[src/rtl/tx_sched_pkg.sv]
// Shared constants for the TX DRAM read scheduler: FSM state encoding,
// the AXI 4 KB page size and the AXI arlen width.
package tx_sched_pkg;

  localparam logic [2:0] ST_IDLE   = 3'd0;
  localparam logic [2:0] ST_CALC   = 3'd1;
  localparam logic [2:0] ST_ISSUE  = 3'd2;
  localparam logic [2:0] ST_DRAIN  = 3'd3;
  localparam logic [2:0] ST_FINISH = 3'd4;

  localparam int AXI_4KB = 4096;
  localparam int ARLEN_W = 8;

endpackage

[src/rtl/tx_burst_len_calc.sv]
// Combinational burst sizing: min(MAX_BURST, remaining beats, beats left before
// the next 4 KB page boundary). Result is a beat count (1..256), not arlen.
module tx_burst_len_calc
  import tx_sched_pkg::*;
#(
  parameter int BEAT_BYTES = 32,
  parameter int MAX_BURST  = 16
) (
  input  logic [11:0]      addr_lo,
  input  logic [23:0]      remain,
  output logic [ARLEN_W:0] len
);

  logic [12:0] bytes_to_4kb;
  logic [23:0] beats_to_4kb;
  logic [23:0] len_min;

  always_comb begin
    bytes_to_4kb = 13'(AXI_4KB) - {1'b0, addr_lo};
    beats_to_4kb = 24'(bytes_to_4kb / 13'(BEAT_BYTES));
    len_min      = 24'(MAX_BURST);
    if (remain < len_min) len_min = remain;
    if (beats_to_4kb < len_min) len_min = beats_to_4kb;
    len = len_min[ARLEN_W:0];
  end

endmodule

[src/rtl/tx_dram_read_scheduler.sv]
// Issues AXI AR bursts over a DRAM region, throttled by TX FIFO credit
// (fill count + beats in flight), and reports busy/done/aborted to the host.
module tx_dram_read_scheduler
  import tx_sched_pkg::*;
#(
  parameter int ADDR_W     = 32,
  parameter int BEAT_BYTES = 32,
  parameter int MAX_BURST  = 16,
  parameter int FIFO_DEPTH = 128,
  parameter int CNT_W      = 8,
  parameter int MARGIN     = 2
) (
  input  logic              clk,
  input  logic              rstn,
  input  logic              start,
  input  logic              abort,
  input  logic [ADDR_W-1:0] base_addr,
  input  logic [23:0]       num_beats,
  input  logic [CNT_W-1:0]  fifo_wr_cnt,
  input  logic              r_beat,
  output logic [ADDR_W-1:0] araddr,
  output logic [7:0]        arlen,
  output logic              arvalid,
  input  logic              arready,
  output logic              busy,
  output logic              done,
  output logic              aborted,
  output logic [2:0]        dbg_state,
  output logic [CNT_W-1:0]  dbg_outstanding
);

  // Wide enough that fill + outstanding + len can never wrap.
  localparam int CRED_W = ((CNT_W > ARLEN_W) ? CNT_W : ARLEN_W) + 3;
  localparam logic [CRED_W-1:0] CREDIT_LIMIT = CRED_W'(FIFO_DEPTH - MARGIN);

  logic [2:0]        state;
  logic [ADDR_W-1:0] addr;
  logic [23:0]       remain;
  logic [CNT_W-1:0]  outstanding;
  logic [ARLEN_W:0]  len_q;
  logic              abort_pend;

  logic [ARLEN_W:0]  len;
  logic [ARLEN_W:0]  len_m1;
  logic [CRED_W-1:0] credit_sum;
  logic              credit_ok;
  logic              ar_hs;
  logic              out_dec;
  logic [CNT_W-1:0]  out_inc;
  logic [23:0]       remain_next;
  logic [ADDR_W-1:0] addr_next;

  tx_burst_len_calc #(
    .BEAT_BYTES (BEAT_BYTES),
    .MAX_BURST  (MAX_BURST)
  ) u_len_calc (
    .addr_lo (addr[11:0]),
    .remain  (remain),
    .len     (len)
  );

  always_comb begin
    len_m1      = len - 1'b1;
    credit_sum  = CRED_W'(fifo_wr_cnt) + CRED_W'(outstanding) + CRED_W'(len);
    credit_ok   = (credit_sum <= CREDIT_LIMIT);
    ar_hs       = arvalid && arready;
    out_inc     = ar_hs ? CNT_W'(len_q) : '0;
    // A stray beat with nothing in flight must not wrap the counter.
    out_dec     = r_beat && (outstanding != '0);
    remain_next = remain - 24'(len_q);
    addr_next   = addr + ADDR_W'(len_q) * ADDR_W'(BEAT_BYTES);
  end

  always_ff @(posedge clk or negedge rstn) begin
    if (!rstn) begin
      state       <= ST_IDLE;
      addr        <= '0;
      remain      <= '0;
      outstanding <= '0;
      len_q       <= '0;
      abort_pend  <= 1'b0;
      araddr      <= '0;
      arlen       <= '0;
      arvalid     <= 1'b0;
      busy        <= 1'b0;
      done        <= 1'b0;
      aborted     <= 1'b0;
    end else begin
      done        <= 1'b0;
      outstanding <= outstanding + out_inc - CNT_W'(out_dec);
      case (state)
        ST_IDLE: begin
          if (start) begin
            addr       <= base_addr;
            remain     <= num_beats;
            busy       <= 1'b1;
            aborted    <= 1'b0;
            abort_pend <= 1'b0;
            state      <= (num_beats != '0) ? ST_CALC : ST_FINISH;
          end
        end
        ST_CALC: begin
          if (abort) begin
            aborted <= 1'b1;
            state   <= ST_DRAIN;
          end else if (credit_ok) begin
            araddr  <= addr;
            arlen   <= len_m1[7:0];
            len_q   <= len;
            arvalid <= 1'b1;
            state   <= ST_ISSUE;
          end
        end
        ST_ISSUE: begin
          // AR must stay up until accepted; a pulsed abort is remembered.
          if (abort) abort_pend <= 1'b1;
          if (arready) begin
            arvalid <= 1'b0;
            addr    <= addr_next;
            remain  <= remain_next;
            if (abort || abort_pend) begin
              aborted <= 1'b1;
              state   <= ST_DRAIN;
            end else if (remain_next != '0) begin
              state <= ST_CALC;
            end else begin
              state <= ST_DRAIN;
            end
          end
        end
        ST_DRAIN: begin
          if (outstanding == '0) state <= ST_FINISH;
        end
        ST_FINISH: begin
          done  <= 1'b1;
          busy  <= 1'b0;
          state <= ST_IDLE;
        end
        default: state <= ST_IDLE;
      endcase
    end
  end

  assign dbg_state       = state;
  assign dbg_outstanding = outstanding;

  a_rbeat_underflow: assert property (@(posedge clk) disable iff (!rstn)
    r_beat |-> (outstanding != '0));

endmodule

[config.mk]
export PLATFORM = sky130hd
export DESIGN_NAME = tx_dram_read_scheduler
export DESIGN_NICKNAME = d
export VERILOG_FILES = /design/src/rtl/tx_sched_pkg.sv /design/src/rtl/tx_burst_len_calc.sv /design/src/rtl/tx_dram_read_scheduler.sv
export SDC_FILE = /design/constraint.sdc
export NUM_CORES = 1
export LEC_CHECK = 0
export ABC_AREA = 1
export CORE_UTILIZATION = 30
export DETAILED_ROUTE_END_ITERATION = 8
export GPL_TIMING_DRIVEN = 0
export PLACE_DENSITY = 0.49
export SLEW_MARGIN = 20
export SYNTH_ARGS = -nofsm -noshare
export SYNTH_HDL_FRONTEND = slang
export SYNTH_HIERARCHICAL = 1
export SYNTH_SLANG_ARGS = --single-unit
[constraint.sdc]
create_clock -name clk -period 14.9 [get_ports clk]
set_input_delay 4.47 -clock clk [delete_from_list [all_inputs] [get_ports clk]]
set_output_delay 4.47 -clock clk [all_outputs]
set_load 0.005 [all_outputs]
[Yosys cells after proc, flatten, opt, wreduce, memory -nomap -nowiden]
Index checks and enable logic that the tools add are counted.
Cells by class
  add/sub/neg operators: 8
  $lt $le $gt $ge: 3
  reductions and logical operators: 19
  equality and inequality tests: 13
  bitwise operators: 1
  multiplexer cells: 31
Operators by type and width (count)
  24-bit 2-to-1 mux: 3
  32-bit 2-to-1 mux: 2
  32-bit one-hot mux with 2 select lines: 1
  24-bit one-hot mux with 2 select lines: 1
  24-bit nonzero test: 2
  32-bit by 14-bit adder with 32-bit output: 1
  24-bit by 5-bit less-than comparator with 1-bit output, second input constant: 1
  8-bit by 24-bit less-than comparator with 1-bit output: 1
  24-bit by 9-bit subtractor with 24-bit output: 1
  3-bit 2-to-1 mux: 6
  2-bit != test, second input constant: 8
  13-bit by 12-bit subtractor with 13-bit output, first input constant: 1
  3-bit one-hot mux with 4 select lines: 1
  9-bit by 9-bit adder with 10-bit output: 1
  10-bit by 7-bit less-or-equal comparator with 1-bit output, second input constant: 1
  8-bit by 8-bit adder with 9-bit output: 1
  1-bit 2-to-1 mux: 9
  9-bit 2-to-1 mux: 1
  3-bit AND reduction: 3
  8-bit adder: 1
  8-bit zero test: 1
  8-bit 2-to-1 mux: 1
  4-bit AND reduction: 2
  8-bit nonzero test: 1
  other kinds (17): 24
Word-level totals
  input bits: 70
  flip-flop bits (word level): 121

[Logic depth before layout (Yosys ltp)]
  depth after elaboration: 9
  mapped depth: 38
  gate-level depth less buffers: 38

[Cells and area by module]
Netlist, hierarchy kept.
Modules (own cells, without submodules)
  tx_dram_read_scheduler: seq. area each 3027.9 µm², area an instance 8056.5 µm², cells each 1081, times used 1
  tx_burst_len_calc: seq. area each 0.0 µm², area an instance 548.0 µm², cells each 104, times used 1

[Least setup slack after synthesis]
Ideal clock, no wire load.
  path type: input-to-reg
  from: input port fifo_wr_cnt[1]
  to: register len_q[6]
  setup slack: 8089 ps
  buffers on the path: 2
  data arrival time: 6737 ps
  stages on the path: 17
  setup time: 73 ps
  cells stage by stage: inv_1 fa_1 inv_1 ha_1 inv_1 fa_1 inv_1 nand3_1 nand2_2 nand2_2 nand3_1 nand3_2 nor2_4 nand4_4 buf_6 buf_6 a21oi_2
Between the ends
  longest elaborated chain between the ends: 4
Ends and longest elaborated chain
  start: declaration: line tx_dram_read_scheduler.sv:19  | input logic [CNT_W-1:0] fifo_wr_cnt,
  8-bit by 8-bit adder with 9-bit output: line tx_dram_read_scheduler.sv:64  | credit_sum = CRED_W'(fifo_wr_cnt) + CRED_W'(outstanding) + CRED_W'(len);
  9-bit by 9-bit adder with 10-bit output: line tx_dram_read_scheduler.sv:64
  10-bit by 7-bit less-or-equal comparator with 1-bit output: line tx_dram_read_scheduler.sv:65  | credit_ok = (credit_sum <= CREDIT_LIMIT);
  3-bit AND reduction (no line)
  end signal: assignment: line tx_dram_read_scheduler.sv:109  | len_q <= len;
  end: declaration: line tx_dram_read_scheduler.sv:40  | logic [ARLEN_W:0] len_q;
Every way passes these cells.
A chain may end at the register's enable or synchronous reset.

[Final worst setup path]
  from: input port fifo_wr_cnt[1]
  to: register araddr[17]
Between the ends
  longest elaborated chain between the ends: 4
Ends and longest elaborated chain
  8-bit by 8-bit adder with 9-bit output: line tx_dram_read_scheduler.sv:64
  9-bit by 9-bit adder with 10-bit output: line tx_dram_read_scheduler.sv:64
  10-bit by 7-bit less-or-equal comparator with 1-bit output: line tx_dram_read_scheduler.sv:65
  3-bit AND reduction (no line)
  end signal: assignment: line tx_dram_read_scheduler.sv:107  | araddr <= addr;
  end: declaration: line tx_dram_read_scheduler.sv:21  | output logic [ADDR_W-1:0] araddr,
Every way passes these cells.

==> out/summary.txt <==
Status: completed
Post-Synth Adder-Cell Area: 9.77%
Initial antenna violation count: 0
GRT Resource Usage Total: 19.8%
Setup crit end kind: flop
Width of the die: 171 um
Fin crit period: 7.24 ns
Io pins: 125
Critical Path AT: 7.53 ns
RSZ-0062 raised after global routing: false
Avg Cell Area, Syn: 7.26 um2
Largest net degree at the start of global routing: 65
Post-CTS Setup Bufs: 0
Total Wirelength: 28.0 mm
Clk sinks: 121
Starting density of the core: 30.7%
Post-Syn Instances: 1185
Worst Setup SP: fifo_wr_cnt[1]
# diodes: 0
Worst r2r src: addr[3]
Slowest CP cell: fa_1
Fill count: 3017
Initial DRC count: 544
R2r worst-path depth: 34
Largest stage delay on the critical path: 0.46 ns
Core Box Area: 28000 um2
CTS resizes: 0
Worst-path cell chain: clkdlybuf4s50_1 -> inv_1 -> fa_1 -> inv_1 -> ha_1 -> inv_1 -> fa_1 -> inv_1 -> nand3_1 -> nand2_2 -> nand2_2 -> nand3_1 -> nand3_2 -> nor2_4 -> nand4_4 -> clkbuf_1 -> nand2_1 -> o21ai_0
Hold worst-path end: araddr[29]
Slew Limit Fails: 0
Slew headroom: 36.5%
Final setup viols: 0
Drt drc: 0
Synth Area in Compound Gates: 14.8%
Bufs on Longest Clock Path: 2
R2r setup slk: 9.10 ns
Routability cong.: 0.903
Worst setup SP type: primary input
Leakage power: 5.19 nW
Synth top area share: 35.2%
Die Area: 29400 um2
Crit path max fanout: 10
Post-Synth Simple-Gate Area: 27.1%
Worst-Margin Slew: 0.944 ns
Final nets: 1461
Sequential area share after synthesis: 35.2%
Post-DP HPWL: 22.3 mm
CP required: 15.19 ns
Type of the worst min-delay path: reg2reg
Worst-path clk slew: 0.06 ns
Area Overhead vs Synth: 26.9%
Synthesized cell area: 8600 um2
Port bufs: 124
Hold path depth: 2
Netlist cell types: 47
Fraction of layout cells with a size suffix above 1: 6.85%
Post-CTS Hold Fix Bufs: 0
Largest family of logic cells by synthesized area: simple AND/OR/NAND/NOR gates
Yosys reg bits: 121
Setup Skew: 0.0148 ns
CTS Buf Count: 17
Vias in the first global route: 7926
Hold Crit Start: araddr[29]
Clock root buffer: clkbuf_16
Peak VDD IR: 0.0700 mV
Skew-Pair Late Insertion Delay: 0.43 ns
Period utilization: 48.6%
XOR/XNOR share of the synthesized area: 3.46%
Synth top area cells: dfrtp_1 35%, nand2_1 13%, inv_1 7.5%
Fmax: 0.138 GHz
Max Cap Violations: 0
First-pass GRT wire length: 43.5 mm
1st-pass router iterations: 5
CTS tree: done
Power Density: 244 nW/um2
Fin. Hold Viols: 0
Via Count: 8149
Share of synthesized area spent on multiplexers: 0%
Htree depth: 4
Routed vias/inst: 4.73
Setup TNS: 0 ns
DRT antenna net count: 0
Total gr overflow: 0
Reg2reg end: araddr[17]
Synth area leader: dfrtp_1
Most frequent CP cell: inv_1
Die height: 171 um
Synth warn: 6
Finished Core Util: 39.0%
Worst Setup Path Type: in2reg
Std cell rows: 61
Avg WL per Cell: 16.2 um
area by class of cell:
type                            count  area [um2]  area share [%]
Buffer                             33         156            1.43
Tap cell                          378         473            4.33
Clock inverter                     11        98.8           0.905
Clock buffer                       21         460            4.22
Sequential cell                   121        3030            27.7
Multi-Input combinational cell    855        4760            43.6
Timing Repair Buffer              125        1270            11.7
Inverter                          178         668            6.12
synthesized netlist by cell type (all sizes together):
cell type and instances:
a21boi 2, xor2 25, xnor2 9, clkbuf 16
a211oi 2, nor3 19, nand2 303, o211ai 17
ha 48, nand3b 3, a21oi 56, a31oi 3
nor4 7, and2 1, nand3 67, nor2 109
and2b 1, buf 17, or2 3, nor3b 1
a21o 3, inv 178, o21a 2, o21ai 114
o22ai 23, nand4 20, fa 12, dfrtp 121
a41oi 1, conb 2
layout by cell type (no fill, tap or decap), types with 18 or more instances in the layout:
cell	n
a21oi_1	50
clkbuf_1	18
clkdlybuf4s50_1	123
dfrtp_1	121
ha_1	48
inv_1	172
nand2_1	295
nand3_1	64
nand4_1	19
nor2_1	103
o21ai_0	70
o21ai_1	37
o22ai_1	23
xor2_1	25
sequential cells by signal, summed over array words and instances, names as in the netlist, 3 cells and up:
| register | flops |
|---|---|
| addr | 32 |
| araddr | 32 |
| arlen | 8 |
| dbg_outstanding | 8 |
| dbg_state | 3 |
| len_q | 9 |
| remain | 24 |
kinds of logic (layout without fill, tap and decap cells):
| logic type | after synthesis | after routing |
|---|---|---|
| xor+xnor | 34 | 34 |
| flops | 121 | 121 |
| compound gates | 223 | 223 |
| other cells | 2 | 4 |
| fa+ha+maj | 60 | 60 |
| simple gates | 534 | 534 |
| buf+inv | 211 | 368 |
critical path: cells and delay by family:
family	cells	cell delay, ns
adder cells (fa/ha/maj)	3	1.02
AND/OR/NAND/NOR	8	0.88
AO/OA/AOI/OAI	1	0.08
buffers and inverters	6	1.05
where the power goes:
| part | leakage (nW) | internal [W] | switching (W) |
|---|---|---|---|
| logic | 3.42 | 0.000627 | 0.000996 |
| registers | 1.50 | 0.000484 | 0.000151 |
| clock network | 0.269 | 0.000237 | 0.000164 |
| total | 5.19 | 0.00135 | 0.00131 |
layer usage:
layer	vias to the layer above	global-route usage, %	part of all wire (%)
li1	4157	-	-
met2	139	33.2	47
met3	19	2.51	3.2
met5	-	0	0
met4	0	4.39	0.90
met1	3834	27.0	49
through the flow:
stage          power (W)  worst slack [ns]  cell area (um2)  hold slack, ns  instances
2_1_floorplan    0.00173              8.09             8610           0.454       1187
3_3_place_gp     0.00225              4.07            10300           0.470       1689
3_5_place_dp     0.00227              7.15            10400           0.470       1690
4_1_cts          0.00268              7.61            10900           0.485       1722
5_1_grt          0.00292              7.41            10900           0.505       1722
6_report         0.00266              7.66            10900           0.481       1722
worst max-delay path by stage:
| stage | to | slack [ns] | cells past startpoint |
|---|---|---|---|
| floorplan | len_q[6] | 8.09 | 17 |
| global placement | araddr[29] | 4.07 | 1 |
| detailed placement | araddr[17] | 7.15 | 18 |
| CTS | araddr[17] | 7.61 | 18 |
| global route | araddr[20] | 7.41 | 17 |
| finish | araddr[17] | 7.66 | 18 |
No activity file was read; power rests on OpenSTA's default activity.
==> patch 1 (same flow settings) <==
Make the reset (`rstn`) synchronous in one clocked block.
--- a/src/rtl/tx_dram_read_scheduler.sv
+++ b/src/rtl/tx_dram_read_scheduler.sv
@@ -72,5 +72,5 @@
   end
 
-  always_ff @(posedge clk or negedge rstn) begin
+  always_ff @(posedge clk) begin
     if (!rstn) begin
       state       <= ST_IDLE;
Function: differs if rstn is asserted again (counterexample within 4 cycles, from zero or initial values and one cycle with rstn low); with rstn held inactive, the same outputs for 4 cycles.
==> patch 1 against the original RTL <==
Area after synthesis down 2.9%. Wire length up 9.2%. Power down 6.2%. Worst setup slack worse by 0.22 ns. Cell area down 2.2%. Sequential cell count unchanged. Worst hold slack worse by 0.019 ns. Clock power up 10%. Utilization up 0.33 points. Critical path type unchanged. Largest cell class unchanged. Highest routed layer unchanged.
==> patch 1: results (changes against the original RTL) <==
- share of flip-flops with an asynchronous set or reset after synthesis: 0%, was 100%
- result of the run: finished clean, unchanged
- number of fill cells in the layout: 2986, was 3017
- leak pwr: 4.60 nW, was 5.19 nW
- IR Drop Worst-Case VDD: 73.6 uV, was 70.0 uV
- placed cell count: 1735, was 1690
- post-detailed-route via-to-cell ratio: 4.84, was 4.73
- worst hold path endpoint: araddr[0]$_SDFFE_PN0P_, was araddr[29]$_DFFE_PN0P_
- sequential fraction of the synthesis area: 29.0%, was 35.2%
- Total Nets Final: 1512, was 1461
- non-filler cells in the finished layout: 1767, was 1722
- share of cells above drive strength 1: 9.32%, was 6.85%
- number of global-route vias before repair: 8260, was 7926
- total detailed-routing wirelength: 30500 um, was 28000 um
- post-detailed-placement half-perimeter wirelength: 24200 um, was 22300 um
- xor and xnor fraction of the mapped netlist area: 3.02%, was 3.46%
- hold_sp: araddr[0]$_SDFFE_PN0P_, was araddr[29]$_DFFE_PN0P_
- detailed route wirelength on metal3: 1470 um, was 897 um
- compound-gate portion of the synthesized area: 16.5%, was 14.8%
- Total Routing Usage GR: 22.2%, was 19.8%
- Critical Path Sink: araddr[22]$_SDFFE_PN0P_, was araddr[17]$_DFFE_PN0P_
- count of distinct cell types in the synthesized netlist: 54, was 47
- number of cells on the worst reg-to-reg path: 31, was 34
- slack of the worst reg-to-reg path: 8.90 ns, was 9.10 ns
- Max transition margin: 38.7%, was 36.5%
- fin crit period: 7.46 ns, was 7.24 ns
- met3 usage in global routing: 3.30%, was 2.51%
- number of port buffers: 123, was 124
- met1 capacity usage during global routing: 29.5%, was 27.0%
- met2 layer usage reported by global route: 36.8%, was 33.2%
- number of DRC markers in iteration 0: 581, was 544
- Mapped Avg Cell Area: 6.75 sq um, was 7.26 sq um
- M1 WL: 14300 um, was 13700 um
- leading post-synthesis cells by cell area: sky130_fd_sc_hd__dfxtp_1, sky130_fd_sc_hd__nand2_1, sky130_fd_sc_hd__ha_1, sky130_fd_sc_hd__a21oi_1, sky130_fd_sc_hd__inv_1, was sky130_fd_sc_hd__dfrtp_1, sky130_fd_sc_hd__nand2_1, sky130_fd_sc_hd__inv_1, sky130_fd_sc_hd__ha_1, sky130_fd_sc_hd__nor2_1
- CP arrival: 7.80 ns, was 7.53 ns
- post-detailed-placement cell area: 10100 sq um, was 10400 sq um
- maximum single-stage delay on the critical path: 0.53 ns, was 0.46 ns
- Worst R2R Start: addr[4]$_SDFFE_PN0P_, was addr[3]$_DFFE_PN0P_
- largest delay contributor family on the critical path: adder cells, was buffers and inverters
- worst slack, placed: 6.99 ns, was 7.15 ns
patch 1: final cells by class:
cell class	count	area, sq um	area share, %
plain buffers	47	244	2.28
inverters	152	572	5.35
repair buffers	123	1230	11.5
well taps	372	465	4.36
multi-input cells	920	5130	48.0
clock inverters	12	165	1.55
clock buffers	20	457	4.28
flip-flops and latches	121	2420	22.7
patch 1: cell families after synthesis:
| family | after synthesis |
|---|---|
| buffers and inverters | 199 |
| AO/OA/AOI/OAI | 246 |
| AND/OR/NAND/NOR | 582 |
| adder cells (fa/ha/maj) | 60 |
| flip-flops | 121 |
| other | 2 |
| XOR/XNOR | 28 |
patch 1: stage by stage:
step | power, mW | hold slack (ns)
6_report | 2.49 | 0.462
3_3_place_gp | 2.05 | 0.454
2_1_floorplan | 1.59 | 0.451
3_5_place_dp | 2.05 | 0.458
4_1_cts | 2.51 | 0.468
5_1_grt | 2.75 | 0.489
patch 1: power by group:
group | internal [mW] | switching (mW)
clock network | 0.274 | 0.168
logic | 0.563 | 0.979
registers | 0.407 | 0.103
==> patch 2 (same flow settings) <==
Made on the original files. `ADDR_W`: 32 -> 48.
--- a/src/rtl/tx_dram_read_scheduler.sv
+++ b/src/rtl/tx_dram_read_scheduler.sv
@@ -4,5 +4,5 @@
   import tx_sched_pkg::*;
 #(
-  parameter int ADDR_W     = 32,
+  parameter int ADDR_W     = 48,
   parameter int BEAT_BYTES = 32,
   parameter int MAX_BURST  = 16,
Interface: changed (resized araddr and base_addr); port bits go from 125 to 157. No check against the original RTL was run, so the function may have changed too.
==> patch 2 against the original RTL <==
Wire length grew 42%. Sequential power grew 25%. Worst setup slack lost 0.32 ns. Power grew 20%. Sequential cell count grew 32. Cell area grew 25%. Area after synthesis grew 26%. Combinational power grew 18%. Critical endpoint is now len_q[8]$_DFFE_PN0P_.
==> patch 2: results (changes against the original RTL) <==
- result of the run: finished clean, unchanged
- post-detailed-placement half-perimeter wirelength: 31700 um, was 22300 um
- IR Drop Worst-Case VDD: 114 uV, was 70.0 uV
- Total Nets Final: 1854, was 1461
- classification of the worst-slack hold path: reg2reg, unchanged
- leak pwr: 6.35 nW, was 5.19 nW
- number of DRC markers in iteration 0: 758, was 544
- leading post-synthesis cells by cell area: sky130_fd_sc_hd__dfrtp_1, sky130_fd_sc_hd__nand2_1, sky130_fd_sc_hd__inv_1, sky130_fd_sc_hd__o21ai_0, sky130_fd_sc_hd__ha_1, was sky130_fd_sc_hd__dfrtp_1, sky130_fd_sc_hd__nand2_1, sky130_fd_sc_hd__inv_1, sky130_fd_sc_hd__ha_1, sky130_fd_sc_hd__nor2_1
- number of diodes added for antenna fixing: 0, unchanged
- share of flip-flops with an asynchronous set or reset after synthesis: 100%, unchanged
- initial antenna violation count: 0, unchanged
- number of fill cells in the layout: 3781, was 3017
- Total Routing Usage GR: 22.1%, was 19.8%
- slack of the worst reg-to-reg path: 8.74 ns, was 9.10 ns
- number of global-route vias before repair: 10500, was 7926
- worst slack, placed: 6.87 ns, was 7.15 ns
- number of cells on the worst reg-to-reg path: 36, was 34
- number of buffers on the longest clock path: 2, unchanged
- Worst R2R Start: addr[4]$_DFFE_PN0P_, was addr[3]$_DFFE_PN0P_
- hold slack: 0.482 ns, was 0.481 ns
- Max stage delay cell, worst path: sky130_fd_sc_hd__fa_1, unchanged
- sequential fraction of the synthesis area: 35.4%, was 35.2%
- insertion delay of the later-clocked pin in the worst-skew pair: 0.45 ns, was 0.43 ns
- post-route clock skew: 0.0177 ns, was 0.0148 ns
- hold buffer count at CTS: 0, unchanged
- most frequent cells after synthesis: sky130_fd_sc_hd__nand2_1, sky130_fd_sc_hd__inv_1, sky130_fd_sc_hd__dfrtp_1, sky130_fd_sc_hd__nor2_1, sky130_fd_sc_hd__o21ai_0, unchanged
- hold_sp: araddr[41]$_DFFE_PN0P_, was araddr[29]$_DFFE_PN0P_
- worst hold path endpoint: araddr[41]$_DFFE_PN0P_, was araddr[29]$_DFFE_PN0P_
- Worst-Margin Slew: 0.899 ns, was 0.944 ns
- total clock buffers created by CTS: 17, unchanged
- total detailed-routing wirelength: 39700 um, was 28000 um
- post-detailed-route via-to-cell ratio: 4.94, was 4.73
- H-tree levels: 4, unchanged
- CP arrival: 7.87 ns, was 7.53 ns
- weighted congestion at the end of routability-driven global placement: 0.951, was 0.903
- count of distinct cell types in the synthesized netlist: 51, was 47
- largest delay contributor family on the critical path: simple AND/OR/NAND/NOR gates, was buffers and inverters
- end of the worst register-to-register path: len_q[8]$_DFFE_PN0P_, was araddr[17]$_DFFE_PN0P_
- share of cells above drive strength 1: 5.98%, was 6.85%
- registers with the most flip-flops: addr: 48 flops, araddr: 48 flops, remain: 24 flops, was addr: 32 flops, araddr: 32 flops, remain: 24 flops
- first-pass GRT wire length: 60800 um, was 43500 um
- maximum number of pins on one net before global-route repair: 80, was 65
- number of port buffers: 156, was 124
- post-CTS setup buffer count: 0, unchanged
- warning count from the yosys run: 6, unchanged
patch 2: cell types whose count changed after synthesis, moves of 8 or more:
cell / before / now
sky130_fd_sc_hd__o211ai_1: 17 / 25
sky130_fd_sc_hd__inv_1: 172 / 220
sky130_fd_sc_hd__nor2_1: 103 / 143
sky130_fd_sc_hd__nand2_1: 295 / 392
sky130_fd_sc_hd__o21ai_1: 37 / 20
sky130_fd_sc_hd__dfrtp_1: 121 / 153
sky130_fd_sc_hd__nor3_1: 13 / 25
sky130_fd_sc_hd__buf_6: 2 / 10
sky130_fd_sc_hd__nand3_1: 64 / 118
sky130_fd_sc_hd__o21ai_0: 70 / 121
patch 2: final cells by class:
cell class / count / share of cell area (%)
multi-input cells: 1108 / 43.1
flip-flops and latches: 153 / 28.1
repair buffers: 157 / 11.7
inverters: 227 / 6.26
well taps: 461 / 4.24
clock buffers: 22 / 3.56
plain buffers: 44 / 1.93
clock inverters: 10 / 1.04
patch 2: how the worst max path moves through the flow:
stage,startpoint,endpoint,slack [ns],depth (start not counted)
2_1_floorplan,fifo_wr_cnt[1],arlen[0]$_DFFE_PN0P_,7.99,19
3_3_place_gp,rstn,dbg_state[2]$_DFFE_PN0P_,2.39,1
3_5_place_dp,fifo_wr_cnt[1],len_q[8]$_DFFE_PN0P_,6.87,20
4_1_cts,fifo_wr_cnt[1],len_q[8]$_DFFE_PN0P_,7.35,20
5_1_grt,fifo_wr_cnt[1],len_q[8]$_DFFE_PN0P_,7.11,20
6_report,fifo_wr_cnt[1],len_q[8]$_DFFE_PN0P_,7.34,20
patch 2: cells by family after synthesis:
group / synth area share (%)
compound gates: 13.9
xor+xnor: 2.27
fa+ha+maj: 7.78
buf+inv: 10.3
flops: 35.4
other cells: 0.0695
simple gates: 30.2
patch 2: metrics by stage:
step / std cells / instance area (sq um)
3_3_place_gp: 2149 / 13000
3_5_place_dp: 2150 / 13000
5_1_grt: 2182 / 13600
4_1_cts: 2182 / 13600
6_report: 2182 / 13600
2_1_floorplan: 1532 / 10800
patch 2: report_power, final:
group	total, mW	switching (mW)	internal (mW)
clock network	0.474	0.192	0.282
registers	0.796	0.187	0.609
logic	1.91	1.19	0.728
total	3.18	1.56	1.62
patch 2: per-layer routing:
metal	wire length (um)	track usage [%]	up-vias
met5	0	0	-
met4	905	6.84	0
met3	1970	3.51	46
met2	17900	35.2	277
met1	18900	30.6	5109
li1	-	-	5349
